### config.mk
export PLATFORM = sky130hd
export DESIGN_NAME = goertzel_multi_core
export DESIGN_NICKNAME = d
export VERILOG_FILES = /design/src/rtl/goertzel_multi_core.sv
export SDC_FILE = /design/constraint.sdc
export NUM_CORES = 2
export LEC_CHECK = 0
export CAP_MARGIN = 10
export CORE_UTILIZATION = 60
export CTS_BUF_LIST = sky130_fd_sc_hd__clkbuf_16
export CTS_CLUSTER_DIAMETER = 50
export CTS_CLUSTER_SIZE = 10
export DETAILED_ROUTE_END_ITERATION = 6
export GPL_TIMING_DRIVEN = 1
export PLACE_DENSITY = 0.8
export SYNTH_ARGS = -nofsm -noshare
export SYNTH_HDL_FRONTEND = slang
export SYNTH_SLANG_ARGS = --single-unit
export TNS_END_PERCENT = 100
### constraint.sdc
create_clock -name sys_clk -period 19.1 [get_ports sys_clk]
set_clock_uncertainty 0.2 [all_clocks]
set_input_delay 3.82 -clock sys_clk [delete_from_list [all_inputs] [get_ports sys_clk]]
set_output_delay 3.82 -clock sys_clk [all_outputs]
set_load 0.1 [all_outputs]
### src/rtl/goertzel_multi_core.sv
// rtl/goertzel_multi_core.sv - N_CH-bin Goertzel recurrence sharing one multiplier over a sample RAM block
module goertzel_multi_core #(
  parameter int D_W    = 16,
  parameter int B_W    = 8,
  parameter int N_CH   = 4,
  parameter int ADDR_W = 9,
  parameter bit SAT    = 1'b1,
  localparam int CH_W  = (N_CH > 1) ? $clog2(N_CH) : 1
) (
  input  logic                   sys_clk,
  input  logic                   rst,
  input  logic                   start,
  input  logic                   abort,
  input  logic [N_CH*D_W-1:0]    coeff,
  input  logic [ADDR_W-1:0]      block_len,
  input  logic [B_W-1:0]         data_n,
  output logic [ADDR_W-1:0]      read_address,
  output logic                   busy,
  output logic                   result_valid,
  input  logic                   result_ready,
  output logic [CH_W-1:0]        result_ch,
  output logic [D_W-1:0]         result_t1,
  output logic [D_W-1:0]         result_t2,
  output logic                   ovf,
  output logic                   done
);

  typedef enum logic [2:0] {IDLE, ADDR, LOAD, MUL, ACC, RESULT, DONE} state_t;

  localparam int PW = D_W + 2;
  localparam logic [CH_W-1:0] LAST_CH = CH_W'(N_CH - 1);
  localparam logic [D_W-1:0] MAX_V = {1'b0, {(D_W-1){1'b1}}};
  localparam logic [D_W-1:0] MIN_V = {1'b1, {(D_W-1){1'b0}}};

  state_t state, next_state;

  logic signed [D_W-1:0]   coeff_reg [N_CH];
  logic signed [D_W-1:0]   t1_reg [N_CH];
  logic signed [D_W-1:0]   t2_reg [N_CH];
  logic [ADDR_W-1:0]       len_reg;
  logic [CH_W-1:0]         ch;
  logic [CH_W-1:0]         ch_inc;
  logic [D_W-1:0]          sample_reg;
  logic signed [PW-1:0]    prod_reg;
  logic signed [PW-1:0]    pre_reg;
  logic signed [PW-1:0]    sum;
  logic signed [2*D_W-1:0] prod_full;
  logic                    sum_ovf;
  logic [D_W-1:0]          acc_val;
  logic                    last_ch;
  logic                    last_sample;

  assign ch_inc      = ch + CH_W'(1);
  assign last_ch     = (ch == LAST_CH);
  assign last_sample = (read_address == len_reg);
  assign prod_full   = coeff_reg[ch] * t1_reg[ch];
  assign sum         = prod_reg + pre_reg;
  // The sum fits D_W bits only when its top three bits agree.
  assign sum_ovf     = !((sum[PW-1:D_W-1] == '0) || (sum[PW-1:D_W-1] == '1));
  assign acc_val     = (sum_ovf && SAT) ? (sum[PW-1] ? MIN_V : MAX_V) : sum[D_W-1:0];

  assign busy = (state != IDLE);
  assign done = (state == DONE);

  always_comb begin
    next_state = state;
    case (state)
      IDLE:    if (start) next_state = ADDR;
      ADDR:    next_state = LOAD;
      LOAD:    next_state = MUL;
      MUL:     next_state = ACC;
      ACC: begin
        if (!last_ch)        next_state = MUL;
        else if (last_sample) next_state = RESULT;
        else                 next_state = ADDR;
      end
      RESULT:  if (result_valid && result_ready && last_ch) next_state = DONE;
      DONE:    next_state = IDLE;
      default: next_state = IDLE;
    endcase
    if (abort) next_state = IDLE;
  end

  always_ff @(posedge sys_clk or posedge rst) begin
    if (rst) state <= IDLE;
    else     state <= next_state;
  end

  always_ff @(posedge sys_clk or posedge rst) begin
    if (rst) begin
      for (int c = 0; c < N_CH; c++) begin
        coeff_reg[c] <= '0;
        t1_reg[c]    <= '0;
        t2_reg[c]    <= '0;
      end
      len_reg      <= '0;
      ch           <= '0;
      sample_reg   <= '0;
      prod_reg     <= '0;
      pre_reg      <= '0;
      read_address <= '0;
      result_valid <= 1'b0;
      result_ch    <= '0;
      result_t1    <= '0;
      result_t2    <= '0;
      ovf          <= 1'b0;
    end else if (abort) begin
      result_valid <= 1'b0;
    end else begin
      case (state)
        IDLE: begin
          if (start) begin
            for (int c = 0; c < N_CH; c++) begin
              coeff_reg[c] <= coeff[c*D_W +: D_W];
              t1_reg[c]    <= '0;
              t2_reg[c]    <= '0;
            end
            len_reg      <= block_len;
            ovf          <= 1'b0;
            ch           <= '0;
            read_address <= '0;
          end
        end
        LOAD: sample_reg <= {{(D_W-B_W){1'b0}}, data_n};
        MUL: begin
          prod_reg <= PW'(prod_full >>> (D_W-2));
          pre_reg  <= $signed({2'b00, sample_reg}) - PW'(t2_reg[ch]);
        end
        ACC: begin
          t1_reg[ch] <= acc_val;
          t2_reg[ch] <= t1_reg[ch];
          if (sum_ovf) ovf <= 1'b1;
          if (!last_ch) begin
            ch <= ch_inc;
          end else begin
            ch <= '0;
            if (!last_sample) read_address <= read_address + ADDR_W'(1);
          end
        end
        RESULT: begin
          // First RESULT cycle loads the beat; afterwards each handshake loads the next one.
          if (!result_valid) begin
            result_valid <= 1'b1;
            result_ch    <= ch;
            result_t1    <= t1_reg[ch];
            result_t2    <= t2_reg[ch];
          end else if (result_ready) begin
            if (last_ch) begin
              result_valid <= 1'b0;
            end else begin
              ch        <= ch_inc;
              result_ch <= ch_inc;
              result_t1 <= t1_reg[ch_inc];
              result_t2 <= t2_reg[ch_inc];
            end
          end
        end
        default: ;
      endcase
    end
  end

endmodule
After elaboration in Yosys (flattened, before gate mapping) --
Index checks and enable logic that the tools add are counted.
Storage, ports and cells: bits in registers 295, word-level logic and storage cells 129
Cells by class: $add $sub $neg 4, multipliers 1, magnitude comparators 3, equality and inequality tests 20, mux-type cells 55, bitwise logic cells 3, reductions and logical operators 19
Operators by type and width (number):
- 16-bit 2-to-1 mux | 19
- 64-bit one-hot mux with 2 select lines | 2
- 16-bit binary-select mux with 2-bit select | 5
- 64-bit bitwise mux | 2
- 64-bit 2-to-1 mux | 1
- 16-bit demux with 2-bit select | 1
- 16-bit by 16-bit multiplier with 32-bit output | 1
- 9-bit 2-to-1 mux | 3
- 18-bit adder | 1
- 3-bit one-hot mux with 6 select lines | 1
- 9-bit one-hot mux with 2 select lines | 1
- 9-bit by 16-bit subtractor with 17-bit output | 1
- 2-bit != test (second input constant) | 8
- 3-bit 2-to-1 mux | 5
- 3-bit equality test (second input constant) | 4
- 2-bit 2-to-1 mux | 6
- 9-bit by 1-bit adder with 9-bit output (second input constant) | 1
- 9-bit equality test | 1
- 4-bit AND reduction | 2
- 1-bit 2-to-1 mux | 7
- 3-bit by 2-bit equality test with 1-bit output (second input constant) | 2
- 3-bit >= comparator (second input constant) | 2
- 3-bit zero test | 2
- 3-bit != test (second input constant) | 2
- 17 further kinds | 25

Logic depth before layout (Yosys ltp) --
depth after elaboration 8, gate-level depth with buffers 30, gate-level depth less buffers 25

Worst setup path after synthesis --
OpenSTA, ideal clock, no wires.
kind flip-flop to flip-flop, from register ch[0], to register prod_reg[16], setup time 0.132 ns, arrival 7.309 ns, data required time 18.768 ns, setup slack 11.459 ns, stages on the path, launching flop included 28, path buffers 4, period minus slack after synthesis 7.641 ns, path through dfrtp_1 buf_2 buf_2 buf_2 mux4_2 clkbuf_1 nand2_1 inv_1 fa_1 fa_1 inv_1 fa_1 inv_1 fa_1 fa_1 inv_1 fa_1 inv_1 ha_1 and3_1 a21oi_1 o21ai_0 a21o_1 a21o_1 or3_1 o21ai_0 xor2_1 o21ai_1
Between the ends: longest elaborated chain between the ends 5, elaborated cells between the ends (all ways) 8, those cells by class 1 x mul; 6 x mux; 1 x bitwise
RTL lines:
- start: declaration | RTL line 41 | logic [CH_W-1:0] ch;
- start signal: assignment | RTL line 134 | ch <= ch_inc;
- start signal: assignment | RTL line 151 | ch <= ch_inc;
- 2-bit NOT with 3-bit output (implied by the code) (*) | RTL line 56 | assign prod_full = coeff_reg[ch] * t1_reg[ch];
- 16-bit binary-select mux with 2-bit select | RTL line 56
- 16-bit 2-to-1 mux (implied by the code) (2 in series) | RTL line 56
- 16-bit by 16-bit multiplier with 32-bit output (*) | RTL line 56
- end signal: assignment | RTL line 126 | prod_reg <= PW'(prod_full >>> (D_W-2));
- end: declaration | RTL line 44 | logic signed [PW-1:0] prod_reg;
Every way passes the cells marked *; elsewhere a longest branch is shown, timed or not. The select of a mux whose other input is x is not followed. A chain may end at the register's enable or synchronous reset.

Worst setup path after layout --
Same ends and word-level chain as after synthesis.

==> key figures <==
Outcome
  • Result of the run: finished, final reports clean

Worst setup path
  • Startpoint type of the worst setup path: register
  • Source of the critical timing path: ch[0]
  • Data arrival time of the worst path: 9.31 ns
  • Data required time of the critical path: 19.28 ns
  • Worst setup path class: register to register
  • Slack of the worst reg-to-reg path: 9.97 ns
  • Endpoint kind of the worst setup timing path: register
  • Reg2Reg Launch Point: ch[0]
  • Largest fanout on the critical path: 39

Synthesis
  • Area leader, netlist: sky130_fd_sc_hd__dfrtp_1
  • Nets in the synthesized netlist: 2954
  • Simple-gate share of the synthesized area: 0.1403
  • Mux share of post-synthesis cell area: 0.09172
  • Average instance area after synthesis: 9.728 um2
  • Post-synthesis sequential element count: 294
  • Synth Area in XOR/XNOR: 0.02200
  • Cells taking the most area after synthesis: sky130_fd_sc_hd__dfrtp_1, sky130_fd_sc_hd__fa_1, sky130_fd_sc_hd__nand2_1
  • Number of flops mapped to enable cells by yosys: 0
  • Top post-synthesis cells by count: sky130_fd_sc_hd__nand2_1, sky130_fd_sc_hd__inv_1, sky130_fd_sc_hd__dfrtp_1
  • Synth Instances: 2496
  • Main combinational cell family by area after synthesis: adder cells
  • Share of synthesized cell area in full adder, half adder and majority cells: 0.2730
  • Yosys synthesis warning count: 0
  • Most used DFF post-synth: sky130_fd_sc_hd__dfrtp_1
  • Top-area cell type share of the netlist area: 0.3030
  • Synthesized-area fraction occupied by ao, oa, aoi and oai cells: 0.09796
  • Cell area after synthesis: 24280 um2
  • Share of synthesized flip-flops with an asynchronous set or reset: 1.000
  • Count of unique library cells instantiated by Yosys: 68
  • Sequential fraction of the synthesis area: 0.3030
  • Most frequently used cell type in the post-synthesis netlist: sky130_fd_sc_hd__nand2_1

Clock network
  • Maximum clock path buffer count: 3
  • Cell at the root of the clock tree: sky130_fd_sc_hd__clkbuf_16
  • # clock sinks: 294
  • Number of gates resized after cts: 0
  • Post-CTS clock slew at the launch and capture registers of the worst setup and hold paths: 0.05 ns
  • Worst-skew pair later-pin latency: 0.54 ns
  • Clock H-tree levels: 2
  • Total of hold buffers inserted after clock tree synthesis: 0
  • Number of CTS-inserted buffers: 38
  • TritonCTS clock tree: built
  • Post-CTS Setup Repair Bufs: 0

Global routing
  • GR Overflow Total: 0
  • Number of global-route vias before repair: 20206
  • Global-route wire length before repair: 106300 um
  • Initial antenna violation count: 0
  • All-layer global routing usage: 0.3325
  • Largest net degree at the start of global routing: 160

Final layout
  • Share of final-layout standard cells stronger than drive strength 1: 0.07591
  • Cell Count, Final, Fillers Out: 3094
  • Area added between synthesis and finish: 11.59%
  • Final design instance area without fill: 27090 um2
  • Number of antenna diodes: 0
  • Net total in the final layout: 3017

Pwr
  • Total leakage power: 13.11 nW
  • Ratio of total power to cell area: 69.49 nW/um2
  • Peak supply drop: 0.07509 mV

Hold path
  • Startpoint of the tightest hold check path: coeff_reg[61]
  • Worst hold path class: register to register

Placement
  • HPWL after DPL: 47530 um
  • Number of buffer cells added on primary ports: 132
  • Routability cong.: 0.9482
  • Post-placement cell area: 25990 um2
  • Cell count after placement: 3044

Floorplanning
  • Number of placement rows: 73
  • Die area: 41280 um2
  • I/O pin count: 133
  • Die extent in x: 203.2 um
  • Initial cell density of the core: 0.6097
  • Area inside the core boundary: 39820 um2
  • Chip Height: 203.2 um

Timing
  • Setup-violating endpoint count in the final report: 0
  • Share of the clock period used by the worst path: 0.4782
  • Slew at the pin closest to its max-slew limit: 1.251 ns
  • Number of failing hold endpoints at the final stage: 0
  • Unrepaired setup endpoints after global routing: false
  • Max-slew violations: 0
  • Setup TNS after final layout: 0 ns
  • Worst relative slew slack: 0.1569
  • Fin crit period: 9.133 ns
  • Worst hold margin: 0.2676 ns
  • Peak Freq: 109.5 MHz

Detailed routing
  • Wire length per cell: 21.21 um
  • Via count: 18775
  • DR DRC count: 0
  • Final antenna-violating net count: 0
  • Violation count after the first detailed-route iteration: 1616
  • Via density per instance: 6.068
  • Total Wirelength: 65620 um
  • First-pass DRT Iterations: 7

Job
  • Count of max-cap constraint violations: 0
## report_power, final
part	internal [mW]	leakage, nW	switching [mW]	total [mW]
Sequential	0.681	3.96	0.0428	0.724
Clock	0.393	0.539	0.259	0.652
Combinational	0.158	8.62	0.349	0.507
## critical path, cell delays in order, from the launching register on
cell,delay (ns)
sky130_fd_sc_hd__dfrtp_4,0.67
sky130_fd_sc_hd__buf_4,0.64
sky130_fd_sc_hd__buf_4,0.55
sky130_fd_sc_hd__mux4_2,0.80
sky130_fd_sc_hd__nand2_1,0.19
sky130_fd_sc_hd__inv_1,0.07
sky130_fd_sc_hd__fa_1,0.62
sky130_fd_sc_hd__fa_1,0.82
sky130_fd_sc_hd__inv_1,0.15
sky130_fd_sc_hd__fa_1,0.50
sky130_fd_sc_hd__inv_1,0.05
sky130_fd_sc_hd__fa_1,0.50
sky130_fd_sc_hd__fa_1,0.50
sky130_fd_sc_hd__inv_1,0.05
sky130_fd_sc_hd__fa_1,0.47
sky130_fd_sc_hd__inv_1,0.04
sky130_fd_sc_hd__ha_1,0.33
sky130_fd_sc_hd__and3_1,0.19
sky130_fd_sc_hd__a21oi_1,0.15
sky130_fd_sc_hd__o21ai_0,0.14
sky130_fd_sc_hd__a21o_1,0.22
sky130_fd_sc_hd__a21o_1,0.21
sky130_fd_sc_hd__or3_1,0.35
sky130_fd_sc_hd__o21ai_0,0.25
sky130_fd_sc_hd__xor2_1,0.17
sky130_fd_sc_hd__o21ai_1,0.07
## kinds of logic (layout without fill, tap and decap cells)
| kind of cell | count (synthesis) | in the layout |
|---|---|---|
| flip-flops | 294 | 294 |
| AO/OA/AOI/OAI | 378 | 378 |
| adder cells (fa/ha/maj) | 372 | 372 |
| multiplexers | 137 | 137 |
| AND/OR/NAND/NOR | 797 | 797 |
| buffers and inverters | 457 | 530 |
| XOR/XNOR | 61 | 61 |
## final cells by class
cell class | instances | area, um2
Multi-Input combinational cell | 1745 | 15200
Fill cell | 2999 | 12730
Sequential cell | 294 | 7366
Timing Repair Buffer | 162 | 1559
Inverter | 318 | 1201
Clock buffer | 41 | 1026
Tap cell | 525 | 656.9
Clock inverter | 9 | 82.58
## per-stage QoR
step	setup WS (ns)	total power, mW	utilization
finish	9.967	1.883	0.6804
global route	9.498	1.956	0.6804
CTS	9.956	1.880	0.6804
detailed placement	10.01	1.226	0.6525
global placement	10.25	1.210	0.6525
floorplan	6.961	1.055	-
## placed cells by master, fill, tap and decap left out, types with 41 or more instances in the layout
cell type / netlist / final
sky130_fd_sc_hd__nand2_1: 503 / 503
sky130_fd_sc_hd__inv_1: 318 / 318
sky130_fd_sc_hd__dfrtp_1: 294 / 291
sky130_fd_sc_hd__fa_1: 263 / 263
sky130_fd_sc_hd__o21ai_0: 145 / 139
sky130_fd_sc_hd__clkdlybuf4s50_1: 0 / 132
sky130_fd_sc_hd__nor2_1: 122 / 122
sky130_fd_sc_hd__ha_1: 109 / 109
sky130_fd_sc_hd__a21oi_1: 85 / 81
sky130_fd_sc_hd__mux4_2: 62 / 62
sky130_fd_sc_hd__mux2i_1: 47 / 47
sky130_fd_sc_hd__and2_1: 43 / 43
sky130_fd_sc_hd__clkbuf_16: 0 / 41
## worst paths after layout
kind | cells past startpoint | endpoint
setup / recovery | 25 | prod_reg[16]
hold / removal | 2 | coeff_reg[61]
setup reg to reg | 25 | prod_reg[16]
hold reg to reg | 2 | coeff_reg[61]
max in group asynchronous | 3 | ch[1]
min in group asynchronous | 2 | pre_reg[5]
## metal layers
layer / vias up / part of all wire / global-route usage
met2: 1027 / 0.47 / 0.5362
met5: - / 0 / 0
met4: 0 / 0.059 / 0.1735
li1: 8179 / - / -
met3: 232 / 0.095 / 0.06935
met1: 9337 / 0.37 / 0.4262
No activity file was read; power rests on OpenSTA's default activity.
